===== config.mk =====
export PLATFORM = sky130hd
export DESIGN_NAME = dq_write_sequencer
export DESIGN_NICKNAME = d
export VERILOG_FILES = /design/src/rtl/dq_wseq_pkg.sv /design/src/rtl/wseq_delay_line.sv /design/src/rtl/dq_write_sequencer.sv
export SDC_FILE = /design/constraint.sdc
export NUM_CORES = 1
export LEC_CHECK = 0
export CORE_ASPECT_RATIO = 0.8
export CORE_MARGIN = 4
export CORE_UTILIZATION = 30
export CTS_CLUSTER_DIAMETER = 150
export DETAILED_ROUTE_END_ITERATION = 16
export DONT_BUFFER_PORTS = 1
export MAX_ROUTING_LAYER = met4
export PLACE_DENSITY_LB_ADDON = 0.25
export SLEW_MARGIN = 20
export SYNTH_ARGS = -nofsm -noshare
export SYNTH_HDL_FRONTEND = slang
export SYNTH_SLANG_ARGS = --single-unit
export TNS_END_PERCENT = 20

===== constraint.sdc =====
create_clock -name clk_div -period 1.5 [get_ports clk_div]
set_input_delay 0.225 -clock clk_div [delete_from_list [all_inputs] [get_ports clk_div]]
set_output_delay 0.225 -clock clk_div [all_outputs]
set_load 0.02 [all_outputs]

===== src/rtl/dq_wseq_pkg.sv =====
// Shared constants and slot encoding for the DQ write sequencer.
// Nibble constants are in serializer order: bit 0 goes out on the wire first.
package dq_wseq_pkg;

   localparam logic [3:0] DQS_PRE    = 4'b0000;
   localparam logic [3:0] DQS_TOGGLE = 4'b1010;
   localparam logic [3:0] DQS_POST_T = 4'b1100;
   localparam logic [3:0] TRI_ON     = 4'b1111;
   localparam logic [3:0] TRI_OFF    = 4'b0000;

   typedef enum logic [2:0] {
      IDLE,
      PRE,
      DATA_A,
      DATA_B,
      POST
   } slot_e;

endpackage


===== src/rtl/wseq_delay_line.sv =====
// Age-indexed delay line for accepted write bursts.
// Stage s holds the burst accepted s+1 edges ago; only the valid bits travel the full depth.
module wseq_delay_line #(
   parameter int DQ_WIDTH = 8,
   parameter int DEPTH    = 5,
   parameter int TAP      = 2
) (
   input  logic                  clk_div,
   input  logic                  rst_n,
   input  logic                  push_i,
   input  logic [8*DQ_WIDTH-1:0] data_i,
   input  logic [7:0]            mask_i,
   output logic [DEPTH-1:0]      valid_o,
   output logic [8*DQ_WIDTH-1:0] tap_data_o,
   output logic [7:0]            tap_mask_o,
   output logic [8*DQ_WIDTH-1:0] next_data_o,
   output logic [7:0]            next_mask_o
);

   localparam int DATA_DEPTH = TAP + 2;

   logic [DEPTH-1:0]      validQ;
   logic [8*DQ_WIDTH-1:0] dataQ [DATA_DEPTH];
   logic [7:0]            maskQ [DATA_DEPTH];

   // Valid bits shift through every stage so the top level can see the
   // preamble, both data slots and the postamble. Payload is only needed up to
   // the second data tap, so the payload chain stops there. Payload is captured
   // every cycle; a stage without its valid bit is simply ignored downstream.
   always_ff @(posedge clk_div or negedge rst_n) begin
      if (!rst_n) begin
         validQ <= '0;
         for (int s = 0; s < DATA_DEPTH; s++) begin
            dataQ[s] <= '0;
            maskQ[s] <= '0;
         end
      end else begin
         validQ   <= {validQ[DEPTH-2:0], push_i};
         dataQ[0] <= data_i;
         maskQ[0] <= mask_i;
         for (int s = 1; s < DATA_DEPTH; s++) begin
            dataQ[s] <= dataQ[s-1];
            maskQ[s] <= maskQ[s-1];
         end
      end
   end

   assign valid_o     = validQ;
   assign tap_data_o  = dataQ[TAP];
   assign tap_mask_o  = maskQ[TAP];
   assign next_data_o = dataQ[TAP+1];
   assign next_mask_o = maskQ[TAP+1];

endmodule


===== src/rtl/dq_write_sequencer.sv =====
// BL8 write sequencer feeding the 4:1 DQ/DM/DQS output serializers of one byte lane.
// Turns one accepted command into preamble, two data slots and a postamble after WLAT cycles.
module dq_write_sequencer
   import dq_wseq_pkg::*;
#(
   parameter int DQ_WIDTH = 8,
   parameter int WLAT     = 2
) (
   input  logic                  clk_div,
   input  logic                  rst_n,
   input  logic                  cmd_valid,
   output logic                  cmd_ready,
   input  logic [8*DQ_WIDTH-1:0] wr_data,
   input  logic [7:0]            wr_mask,
   output logic [4*DQ_WIDTH-1:0] dq_din,
   output logic [4*DQ_WIDTH-1:0] dq_tin,
   output logic [3:0]            dm_din,
   output logic [3:0]            dm_tin,
   output logic [3:0]            dqs_din,
   output logic [3:0]            dqs_tin,
   output logic                  busy
);

   localparam int DEPTH   = WLAT + 3;
   localparam int BURST_W = 8 * DQ_WIDTH;
   localparam int HALF_W  = 4 * DQ_WIDTH;

   logic               cmdReadyQ;
   logic               busyQ;
   logic               accept;
   logic [DEPTH-1:0]   stageValid;
   logic [BURST_W-1:0] tapAData;
   logic [BURST_W-1:0] tapBData;
   logic [7:0]         tapAMask;
   logic [7:0]         tapBMask;
   slot_e              slot;
   logic [BURST_W-1:0] burstData;
   logic [7:0]         burstMask;
   logic [HALF_W-1:0]  halfData;
   logic [3:0]         halfMask;

   logic [HALF_W-1:0]  dqDinD, dqDinQ;
   logic [HALF_W-1:0]  dqTinD, dqTinQ;
   logic [3:0]         dmDinD, dmDinQ;
   logic [3:0]         dmTinD, dmTinQ;
   logic [3:0]         dqsDinD, dqsDinQ;
   logic [3:0]         dqsTinD, dqsTinQ;

   assign accept = cmd_valid & cmdReadyQ;

   wseq_delay_line #(
      .DQ_WIDTH (DQ_WIDTH),
      .DEPTH    (DEPTH),
      .TAP      (WLAT)
   ) delayLine (
      .clk_div     (clk_div),
      .rst_n       (rst_n),
      .push_i      (accept),
      .data_i      (wr_data),
      .mask_i      (wr_mask),
      .valid_o     (stageValid),
      .tap_data_o  (tapAData),
      .tap_mask_o  (tapAMask),
      .next_data_o (tapBData),
      .next_mask_o (tapBMask)
   );

   // Pick the slot for the next registered output. A burst sitting in stage
   // WLAT-1 becomes the preamble on the coming edge, WLAT the first data half,
   // WLAT+1 the second, WLAT+2 the postamble. Data beats any framing slot so
   // back-to-back bursts stream seamlessly, and a new preamble overrides an
   // older postamble so DQS stays driven low through a one-cycle gap.
   always_comb begin
      slot = IDLE;
      if (stageValid[WLAT]) begin
         slot = DATA_A;
      end else if (stageValid[WLAT+1]) begin
         slot = DATA_B;
      end else if (stageValid[WLAT-1]) begin
         slot = PRE;
      end else if (stageValid[WLAT+2]) begin
         slot = POST;
      end
   end

   // Select the four beats (and their mask bits) that belong to the current
   // data slot: beats 0..3 from the first tap, beats 4..7 from the second.
   always_comb begin
      burstData = stageValid[WLAT] ? tapAData : tapBData;
      burstMask = stageValid[WLAT] ? tapAMask : tapBMask;
      halfData  = (slot == DATA_A) ? burstData[HALF_W-1:0] : burstData[BURST_W-1:HALF_W];
      halfMask  = (slot == DATA_A) ? burstMask[3:0] : burstMask[7:4];
   end

   // Build the next serializer nibbles. Everything defaults to idle (all pins
   // tristated, DQS low), then each slot only overrides what it drives. In a
   // data slot, bit j of pin i's nibble is bit i of beat j, so beat 0 leaves
   // the serializer first.
   always_comb begin
      dqDinD  = '0;
      dqTinD  = '1;
      dmDinD  = 4'b0000;
      dmTinD  = TRI_ON;
      dqsDinD = DQS_PRE;
      dqsTinD = TRI_ON;
      case (slot)
         PRE: begin
            dqsTinD = TRI_OFF;
         end
         DATA_A, DATA_B: begin
            for (int i = 0; i < DQ_WIDTH; i++) begin
               for (int j = 0; j < 4; j++) begin
                  dqDinD[4*i+j] = halfData[DQ_WIDTH*j+i];
               end
            end
            dqTinD  = '0;
            dmDinD  = halfMask;
            dmTinD  = TRI_OFF;
            dqsDinD = DQS_TOGGLE;
            dqsTinD = TRI_OFF;
         end
         POST: begin
            dqsTinD = DQS_POST_T;
         end
         default: begin
         end
      endcase
   end

   // All outputs are registered. Reset idles the pins immediately and holds
   // cmd_ready low; after a command is taken, cmd_ready drops for one cycle
   // because a BL8 burst occupies two clk_div cycles. busy covers the window
   // from acceptance through the cycle showing that burst's postamble.
   always_ff @(posedge clk_div or negedge rst_n) begin
      if (!rst_n) begin
         cmdReadyQ <= 1'b0;
         busyQ     <= 1'b0;
         dqDinQ    <= '0;
         dqTinQ    <= '1;
         dmDinQ    <= 4'b0000;
         dmTinQ    <= TRI_ON;
         dqsDinQ   <= DQS_PRE;
         dqsTinQ   <= TRI_ON;
      end else begin
         cmdReadyQ <= ~accept;
         busyQ     <= accept | (|stageValid);
         dqDinQ    <= dqDinD;
         dqTinQ    <= dqTinD;
         dmDinQ    <= dmDinD;
         dmTinQ    <= dmTinD;
         dqsDinQ   <= dqsDinD;
         dqsTinQ   <= dqsTinD;
      end
   end

   assign cmd_ready = cmdReadyQ;
   assign busy      = busyQ;
   assign dq_din    = dqDinQ;
   assign dq_tin    = dqTinQ;
   assign dm_din    = dmDinQ;
   assign dm_tin    = dmTinQ;
   assign dqs_din   = dqsDinQ;
   assign dqs_tin   = dqsTinQ;

endmodule


==> flow_metrics.tcl, run 1 <==
set metrics [dict create \
    cts-root-to-sink-buffers 3 \
    place.detailed.hpwl_um 6130 \
    timing.reg2reg.worst_path_depth 2 \
    slowest_stage "dfstp_4" \
    cp-end-kind "output port" \
    hold-worst-slack_ps -611 \
    critical_path.startpoint_type "register" \
    worst_pin_slew_ps 1060 \
    multiInputGateArea_um2 370 \
    clk_pin_slew_worst_paths_ps 60 \
    initial_standard_cell_utilization_of_the_core_pct 30.4 \
    post_syn_area_mm2 0.00825 \
    gp_congestion 0.644 \
    clock.fmax_mhz 525 \
    drv_slew 0 \
    synthDistinctLibCells 16 \
    antenna_violations_before_repair 0 \
    cpPeakStageDelay_ps 640 \
    hold_path.class "primary input to asynchronous set/reset pin" \
    yosysWarningCount 0 \
    finalHoldViolCount 299 \
    dr_total_vias 3102 \
    global_route.overflow_total 0 \
    cts_buffers 29 \
    cts_hold_buf 73 \
    final.period_utilization_pct 127 \
    die-area_mm2 0.0302 \
    violations "negative hold slack, negative setup slack" \
    final_antenna_net_count 0 \
    rsz0062_at_grt "true" \
    num_antenna_cells 0 \
    worst_r2r_endpoint "dq_din[2]$_DFF_PN0_" \
    tritoncts "built" \
    numClockSinks 299 \
    timing_worst_setup_path_type "register to output port" \
    boundaryPins 157 \
    clock_insertion_delay_worst_skew_ps 540 \
    critical_path.reg2reg.startpoint "delayLine.valid_o[2]$_DFF_PN0_" \
    finalCriticalPeriod_ps 1910 \
    port-buffer-count 0 \
    worst_r2r_setup_slack_ps -80 \
    finalSetupViolations 72 \
    ys_seq_elements 299 \
    slew_headroom_pct 29.0 \
    cts-root-buf "clkbuf_16" \
    drv.max_cap_violation_count 0 \
    required_ps 1270 \
    sequential_fraction_of_the_synthesis_area_pct 90.7 \
    post-cts-setup-buffers 0 \
    cellLeakagePower_nw 4.47 \
    routed_wl_um 11400 \
    cp.arrival_ps 1680 \
    design.final.nets 528 \
    max_fanout_on_critical_path 30 \
    cp_top_family "flip-flops" \
    crit_path_cell_trace "buf_16" \
    cp.buffers_inverters 1 \
    rows 54 \
    grt_first_pass_wirelength_um 18100 \
    postSynthCellCount 392 \
    detailedPlace.worstSlack_ps -136 \
    die_width_um 193 \
    viasPerCell 3.70 \
    final_core_util_pct 37.0 \
    run_status "finished, violations left" \
    core-area_mm2 0.0272 \
    first_global_vias 3265 \
    die-height_um 156 \
    final_layout_size_suffix_gt1_share_pct 12.4 \
    post_layout_nonfiller_instances 839 \
    drt_first_iter_violations 96 \
    synthesis.area_per_instance_um2 21.0 \
    fin_skew_ps 13.2 \
    numPlacedInstances 713 \
    wl_per_cell_um 13.6 \
    grtUsageTotal_pct 7.67 \
    number_of_fill_cells 2529 \
    area.growth.synth_to_final_pct 21.8 \
    grt_start_max_net_pins 300 \
    drcViolationCount 0 \
    drt_pre_antenna_iters 3 \
    final_setup_margin_ps -406 \
    ctsHtreeMaxLevel 1 \
    power_density_mw_per_mm2 1610 \
    vdd.ir_drop.worst_mv 0.915 \
    post_cts_resized 0 \
    register_cell_area_after_layout_mm2 0.00749 \
]
## area by class of cell
type                            count  share of cell area (%)
Clock buffer                       39                    8.19
Timing Repair Buffer               77                    7.77
Sequential cell                   299                    74.5
Inverter                            2                  0.0747
Multi-Input combinational cell     44                    3.68
Tap cell                          364                    4.53
Clock inverter                     14                    1.23
## power by group
group	internal, mW	switching [mW]
Sequential	8.52	0.282
Combinational	0.214	0.251
Clock	4.04	2.91
## cells in the final DEF (no fill, tap or decap)
cell type,count
dfrtp_1,295
dlygate4sd3_1,73
a22o_1,36
clkbuf_16,29
clkinvlp_4,7
clkbuf_8,6
clkbuf_1,4
clkinv_2,3
buf_4,3
inv_1,2
conb_1,2
inv_6,2
dfstp_2,2
nor4_2,1
or2_1,1
nor2b_4,1
nor2_1,1
nand2_1,1
nand3b_1,1
bufinv_16,1
clkinv_4,1
dfrtp_2,1
dfstp_4,1
buf_16,1
## sequential cells by signal, indices dropped and copies added, names as in the netlist
| signal | cells |
|---|---|
| dqs_din | 1 |
| dq_din | 32 |
| dm_din | 4 |
| delayLine.maskQ | 16 |
| delayLine.dataQ | 128 |
| delayLine.next_data_o | 32 |
| busy | 1 |
| delayLine.tap_mask_o | 8 |
| delayLine.next_mask_o | 4 |
| delayLine.tap_data_o | 64 |
| delayLine.valid_o | 5 |
| cmd_ready | 1 |
| dm_tin | 1 |
| dqs_tin | 2 |
## synth_stat cells
cell type / number / area, um2
a22o_1: 36 / 315
nor2_1: 1 / 3.75
nor4_2: 1 / 12.5
inv_1: 2 / 7.51
nor2b_4: 1 / 13.8
or2_1: 1 / 6.26
buf_8: 3 / 45.0
dfstp_2: 3 / 78.8
buf_4: 40 / 300
buf_6: 2 / 22.5
buf_2: 2 / 10.0
nand3b_1: 1 / 7.51
conb_1: 1 / 3.75
nand2_1: 1 / 3.75
dlymetal6s2s_1: 1 / 12.5
dfrtp_1: 296 / 7410
## layer usage
metal	GRT usage, %	wire length (um)	vias to the layer above
li1	-	-	1351
met1	9.51	4750	1617
met2	11.4	5320	105
met3	2.99	887	29
met4	3.07	423	0
met5	-	0	-
## cells by family after synthesis
kind of cell    synth area share (%)
flops                           90.7
compound gates                  3.82
buf+inv                         4.82
simple gates                   0.576
other cells                   0.0455
## through the flow
stage | power (mW) | area, um2 | TNS [ps]
after global placement | 9.26 | 8370 | -2800
final | 16.2 | 10100 | -15370
after global routing | 16.9 | 10100 | -21990
after detailed placement | 9.28 | 8370 | -4040
after CTS | 16.5 | 10100 | -19140
after floorplan | 9.30 | 8250 | 0
## worst max-delay path by stage
| stage | depth (start not counted) | startpoint | slack (ps) | to |
|---|---|---|---|---|
| final | 1 | dm_tin[2]$_DFF_PN1_ | -410 | dq_tin[7] |
| after CTS | 1 | dm_tin[2]$_DFF_PN1_ | -450 | dq_tin[7] |
| after global routing | 1 | dm_tin[2]$_DFF_PN1_ | -480 | dq_tin[4] |
| after detailed placement | 2 | delayLine.valid_o[2]$_DFF_PN0_ | -140 | dm_din[0]$_DFF_PN0_ |
| after floorplan | 1 | dm_tin[2]$_DFF_PN1_ | 190 | dm_tin[1] |
| after global placement | 2 | delayLine.valid_o[2]$_DFF_PN0_ | -90 | dq_din[17]$_DFF_PN0_ |
## what timing repair did
item                                    in CTS  in global routing
endpoints found under the hold margin      374                299
pin swaps                                   10                 16
endpoints found under the setup margin      72                 72
Note: power is estimated with default switching activity, not from simulation.
==> inputs of run 2 (changes only) <==
CELL_PAD_IN_SITES_DETAIL_PLACEMENT = 0   (was unset)
CELL_PAD_IN_SITES_GLOBAL_PLACEMENT = 1   (was unset)
SKIP_LAST_GASP = 1   (was unset)
==> run 2 against run 1 <==
Effect of this change:
- the flow still finishes with violations (negative hold slack, negative setup slack)
- setup slack gained 69 ps
- combinational power up 4%
- clock skew grew 1.2 ps
- sequential share of layout area down 0.34 points
- critical path type unchanged
- critical path depth unchanged
- power is 1.5% higher
- first-iteration DRC count is 35% higher
- largest cell class unchanged
==> flow_metrics.tcl, run 2 (synthesized netlist as in run 1, its figures left out) <==
set metrics [dict create \
    vdd.ir_drop.worst_mv 1.30 \
    final_antenna_net_count 0 \
    worst_r2r_endpoint "dq_din[15]$_DFF_PN0_" \
    final.period_utilization_pct 122 \
    largest_register_ff_count 128 \
    place.detailed.hpwl_um 6390 \
    slowest_stage "dfstp_4" \
    post_cts_resized 0 \
    report.power.total_mw 16.5 \
    die_width_um 193 \
    hold_path.class "primary input to asynchronous set/reset pin" \
    max_fanout_on_critical_path 22 \
    detailedPlace.worstSlack_ps -142 \
    die-height_um 156 \
    fin_skew_ps 14.4 \
    post-cts-setup-buffers 0 \
    drt_first_iter_violations 130 \
    critical_path.startpoint_type "register" \
    finalSetupViolations 36 \
    grt_start_max_net_pins 300 \
    drv_slew 0 \
    wl_per_cell_um 14.1 \
    final_common_cell "dfrtp_1" \
    core-area_mm2 0.0272 \
    timing_worst_setup_path_type "register to output port" \
    setup_tns_ps -10750 \
    commonest_non_fill_non_tap_cells_in_the_layout "dfrtp_1, dlygate4sd3_1, a22o_1, clkbuf_16, clkbuf_1" \
    cp.arrival_ps 1610 \
    final_core_util_pct 37.2 \
    cpPeakStageDelay_ps 650 \
    rsz0062_at_grt "true" \
    required_ps 1270 \
    cts_buffers 29 \
    first_global_vias 3384 \
    clock.fmax_mhz 545 \
    cellLeakagePower_nw 4.51 \
    run_status "finished, violations left" \
    drt_pre_antenna_iters 5 \
    boundaryPins 157 \
    finalHoldViolCount 299 \
    critical_path.reg2reg.startpoint "delayLine.valid_o[2]$_DFF_PN0_" \
    clock_insertion_delay_worst_skew_ps 550 \
    timing.reg2reg.worst_path_depth 3 \
    drv.max_cap_violation_count 0 \
    grt_first_pass_wirelength_um 19100 \
    tritoncts "built" \
    final_setup_margin_ps -336 \
    worst_pin_slew_ps 618 \
    routed_wl_um 11800 \
    gp_congestion 0.679 \
    power_density_mw_per_mm2 1630 \
    global_route.overflow_total 0 \
    dr_total_vias 3086 \
    numClockSinks 299 \
    cp.buffers_inverters 1 \
    rows 54 \
    slew_headroom_pct 58.8 \
    initial_standard_cell_utilization_of_the_core_pct 30.4 \
    finalCriticalPeriod_ps 1840 \
    crit_path_cell_trace "buf_16" \
    largest-register "delayLine.dataQ" \
    num_antenna_cells 0 \
    cts-root-to-sink-buffers 3 \
    cp-end-kind "output port" \
    worst_r2r_setup_slack_ps 130 \
    clk_pin_slew_worst_paths_ps 60 \
    final_layout_size_suffix_gt1_share_pct 11.4 \
    drcViolationCount 0 \
    violations "negative hold slack, negative setup slack" \
    cp_top_family "flip-flops" \
    design.final.nets 529 \
    port-buffer-count 0 \
    cts-root-buf "clkbuf_16" \
    antenna_violations_before_repair 0 \
    numPlacedInstances 713 \
    cts_hold_buf 73 \
    viasPerCell 3.69 \
    ctsHtreeMaxLevel 1 \
    grtUsageTotal_pct 8.11 \
    hold-worst-slack_ps -625 \
    post_layout_nonfiller_instances 837 \
    area.growth.synth_to_final_pct 22.4 \
    die-area_mm2 0.0302 \
]
-- run 2: per-stage QoR --
step                      cell area [um2]  hold slack [ps]
final                               10100             -625
after global routing                10100             -657
after CTS                           10100             -661
after detailed placement             8390            -65.7
after global placement               8390            -64.3
after floorplan                      8250            -70.6
-- run 2: worst max-delay path by stage --
stage | startpoint | end | slack (ps) | depth (start not counted)
finish | dm_tin[2]$_DFF_PN1_ | dq_tin[8] | -340 | 1
global route | dm_tin[2]$_DFF_PN1_ | dq_tin[23] | -390 | 1
CTS | dm_tin[2]$_DFF_PN1_ | dq_tin[8] | -380 | 1
detailed placement | delayLine.valid_o[2]$_DFF_PN0_ | dq_din[9]$_DFF_PN0_ | -140 | 2
global placement | delayLine.valid_o[2]$_DFF_PN0_ | dq_din[28]$_DFF_PN0_ | -140 | 2
floorplan | dm_tin[2]$_DFF_PN1_ | dm_tin[1] | 190 | 1
-- run 2: report_power, final --
| group | switching [mW] | internal, mW |
|---|---|---|
| clock network | 2.89 | 4.27 |
| registers | 0.288 | 8.52 |
| logic | 0.253 | 0.230 |
| total | 3.43 | 13.0 |
-- run 2: area by class of cell --
cell class | count | area, um2
fill | 2517 | 17100
sequential | 299 | 7490
timing repair buffer | 78 | 821
clock buffer | 40 | 807
tap | 364 | 455
multi-input combinational | 44 | 370
clock inverter | 10 | 146
inverter | 2 | 7.51
-- run 2: what timing repair did --
action,CTS,global route
endpoints found under the hold margin,374,299
endpoints found under the setup margin,72,36
cloned,0,0
-- run 2: layer usage --
layer	global-route usage (%)	share of wire (%)	vias up
met5	-	0	-
met2	12.5	48	98
met4	3.10	3.7	0
li1	-	-	1356
met3	2.88	7.4	36
met1	9.94	41	1596
==> inputs of run 3 (changes only) <==
ABC_AREA = 1   (was unset)
==> run 3 against run 2 <==
Effect of this change:
- the flow still finishes with violations (negative hold slack, negative setup slack)
- global-route usage up 0.54 points
- synthesized cell count increased by 21%
- power increased by 1.1%
- utilization is 0.24 points lower
- critical path type unchanged
- highest routed layer unchanged
- setup slack got worse by 110 ps
- register-to-register slack better by 260 ps
- clock power grew 2%
- first-iteration DRC count is 38% lower
==> flow_metrics.tcl, run 3 <==
set metrics [dict create \
    gp_congestion 0.690 \
    met1_routed_length_um 5520 \
    ys_seq_elements 299 \
    post_synth_main_area_contributors "dfrtp_1, buf_4, nand3_2" \
    drv.max_cap_violation_count 0 \
    max_fanout_on_critical_path 30 \
    die_width_um 198 \
    timing_worst_setup_path_type "register to output port" \
    synthesis.area_per_instance_um2 18.2 \
    port-buffer-count 0 \
    rows 55 \
    cts_buffers 29 \
    drv_slew 0 \
    cts_hold_buf 73 \
    synth_top_cells_by_count "dfrtp_1, nand2_1, buf_4" \
    cts-root-to-sink-buffers 3 \
    required_ps 1270 \
    final_core_util_pct 36.9 \
    clock_insertion_delay_worst_skew_ps 550 \
    boundaryPins 157 \
    finalSetupViolations 36 \
    report.power.total_mw 16.6 \
    tritoncts "built" \
    met3RoutedLength_um 987 \
    final_layout_size_suffix_gt1_share_pct 16.8 \
    violations "negative hold slack, negative setup slack" \
    synth_most_common_cell "dfrtp_1" \
    ctsHtreeMaxLevel 1 \
    drt_first_iter_violations 80 \
    global_route.overflow_total 0 \
    final_setup_margin_ps -443 \
    hold-worst-slack_ps -633 \
    largest_register_ff_count 128 \
    design.final.nets 612 \
    sequential_fraction_of_the_synthesis_area_pct 86.8 \
    numPlacedInstances 803 \
    cpPeakStageDelay_ps 640 \
    crit_path_cell_trace "buf_16" \
    numClockSinks 299 \
    final.period_utilization_pct 130 \
    area.growth.synth_to_final_pct 21.1 \
    hold_path.class "primary input to asynchronous set/reset pin" \
    clock.fmax_mhz 515 \
    post_syn_area_mm2 0.00863 \
    post_layout_nonfiller_instances 928 \
    run_status "finished, violations left" \
    number_of_fill_cells 2583 \
    place.detailed.hpwl_um 7200 \
    topRoutingLayerUsed "met4" \
    commonest_non_fill_non_tap_cells_in_the_layout "dfrtp_1, nand2_1, dlygate4sd3_1, nand3_2, clkbuf_16" \
    cp-end-kind "output port" \
    power_density_mw_per_mm2 1590 \
    routed_wl_um 13100 \
    first_global_vias 3803 \
    slowest_stage "dfstp_4" \
    critical_path.startpoint_type "register" \
    finalHoldViolCount 299 \
    grt_first_pass_wirelength_um 20900 \
    wl_per_cell_um 14.1 \
    viasPerCell 3.73 \
    postSynth.topFlopCell "dfrtp_1" \
    clk_pin_slew_worst_paths_ps 60 \
    synth-async-reset-ratio_pct 100 \
    antenna_violations_before_repair 0 \
    finalCriticalPeriod_ps 1940 \
    die-height_um 160 \
    die-area_mm2 0.0315 \
    rsz0062_at_grt "true" \
    final_antenna_net_count 0 \
    cts-root-buf "clkbuf_16" \
    netlist.top_cell.by_area "dfrtp_1" \
    num_antenna_cells 0 \
    post-cts-setup-buffers 0 \
    largest-register "delayLine.dataQ" \
    met2_wirelength_um 6100 \
    initial_standard_cell_utilization_of_the_core_pct 30.5 \
    yosysWarningCount 0 \
    fin_skew_ps 8.67 \
    postSynthCellCount 475 \
    dr_total_vias 3466 \
    final_common_cell "dfrtp_1" \
    core-area_mm2 0.0283 \
    synth_top_area_share_pct 85.9 \
    grtUsageTotal_pct 8.65 \
    cp_top_family "flip-flops" \
    cp.buffers_inverters 1 \
    drcViolationCount 0 \
    cp.arrival_ps 1720 \
    cellLeakagePower_nw 4.75 \
    grt_start_max_net_pins 300 \
    post_cts_resized 0 \
    drt_pre_antenna_iters 4 \
    synthDistinctLibCells 16 \
    vdd.ir_drop.worst_mv 1.26 \
    synth_edf_count 0 \
]
## run 3: cell count changes after synthesis, moves of 2 or more
cell,before,now
a22o_1,36,0
buf_12,0,3
buf_2,2,0
buf_4,40,43
buf_8,3,0
clkbuf_8,0,3
inv_1,2,7
nand2_1,1,76
nand3_1,0,5
nand3_2,0,30
## run 3: stage by stage
step | setup WS [ps] | TNS (ps) | area, um2
finish | -443 | -14540 | 10400
global route | -503 | -16700 | 10400
CTS | -490 | -16300 | 10400
detailed placement | 131 | 0 | 8740
global placement | 130 | 0 | 8740
floorplan | 186 | 0 | 8630
## run 3: worst paths after layout
kind / start / endpoint / cells past startpoint / slack, ps
max: dm_tin[2]$_DFF_PN1_ / dm_tin[2] / 1 / -440
min: rst_n / delayLine.dataQ[179]$_DFF_PN0_ / 0 / -630
max reg2reg: delayLine.valid_o[2]$_DFF_PN0_ / dq_din[28]$_DFF_PN0_ / 4 / 390
min reg2reg: delayLine.dataQ[206]$_DFF_PN0_ / delayLine.dataQ[142]$_DFF_PN0_ / 0 / 340
max in group asynchronous: rst_n / dm_tin[2]$_DFF_PN1_ / 0 / 1850
min in group clk_div: wr_data[3] / delayLine.dataQ[195]$_DFF_PN0_ / 1 / 220
## run 3: layout make-up
| cell class | count | area (um2) | share of cell area, % |
|---|---|---|---|
| flip-flops and latches | 299 | 7490 | 71.7 |
| inverters | 8 | 42.5 | 0.407 |
| repair buffers | 81 | 823 | 7.88 |
| clock inverters | 15 | 188 | 1.80 |
| well taps | 370 | 463 | 4.43 |
| multi-input cells | 118 | 654 | 6.26 |
| clock buffers | 37 | 786 | 7.52 |
## run 3: layer usage
layer  vias up  global-route usage, %
li1       1551                      -
met1      1780                   11.0
met2        94                   12.7
met3        41                   3.33
met4         0                   3.07
met5         -                      -
## run 3: power breakdown
group / switching, mW / internal [mW] / leakage [nW]
Sequential: 0.293 / 8.52 / 3.52
Combinational: 0.328 / 0.219 / 0.756
Clock: 3.02 / 4.26 / 0.476
Total: 3.64 / 13.0 / 4.75
## run 3: kinds of logic (layout without fill, tap and decap cells)
logic type             count (synthesis)  after routing  synth area share [%]
flip-flops                           299            299                  86.8
other                                  1              2                0.0435
AND/OR/NAND/NOR                      116            116                  7.50
buffers and inverters                 59            141                  5.67
## run 3: timing repair
action | in CTS | in global routing
pin swaps | 0 | 0
endpoints found under the hold margin | 374 | 299
setup endpoints to repair | 38 | 36
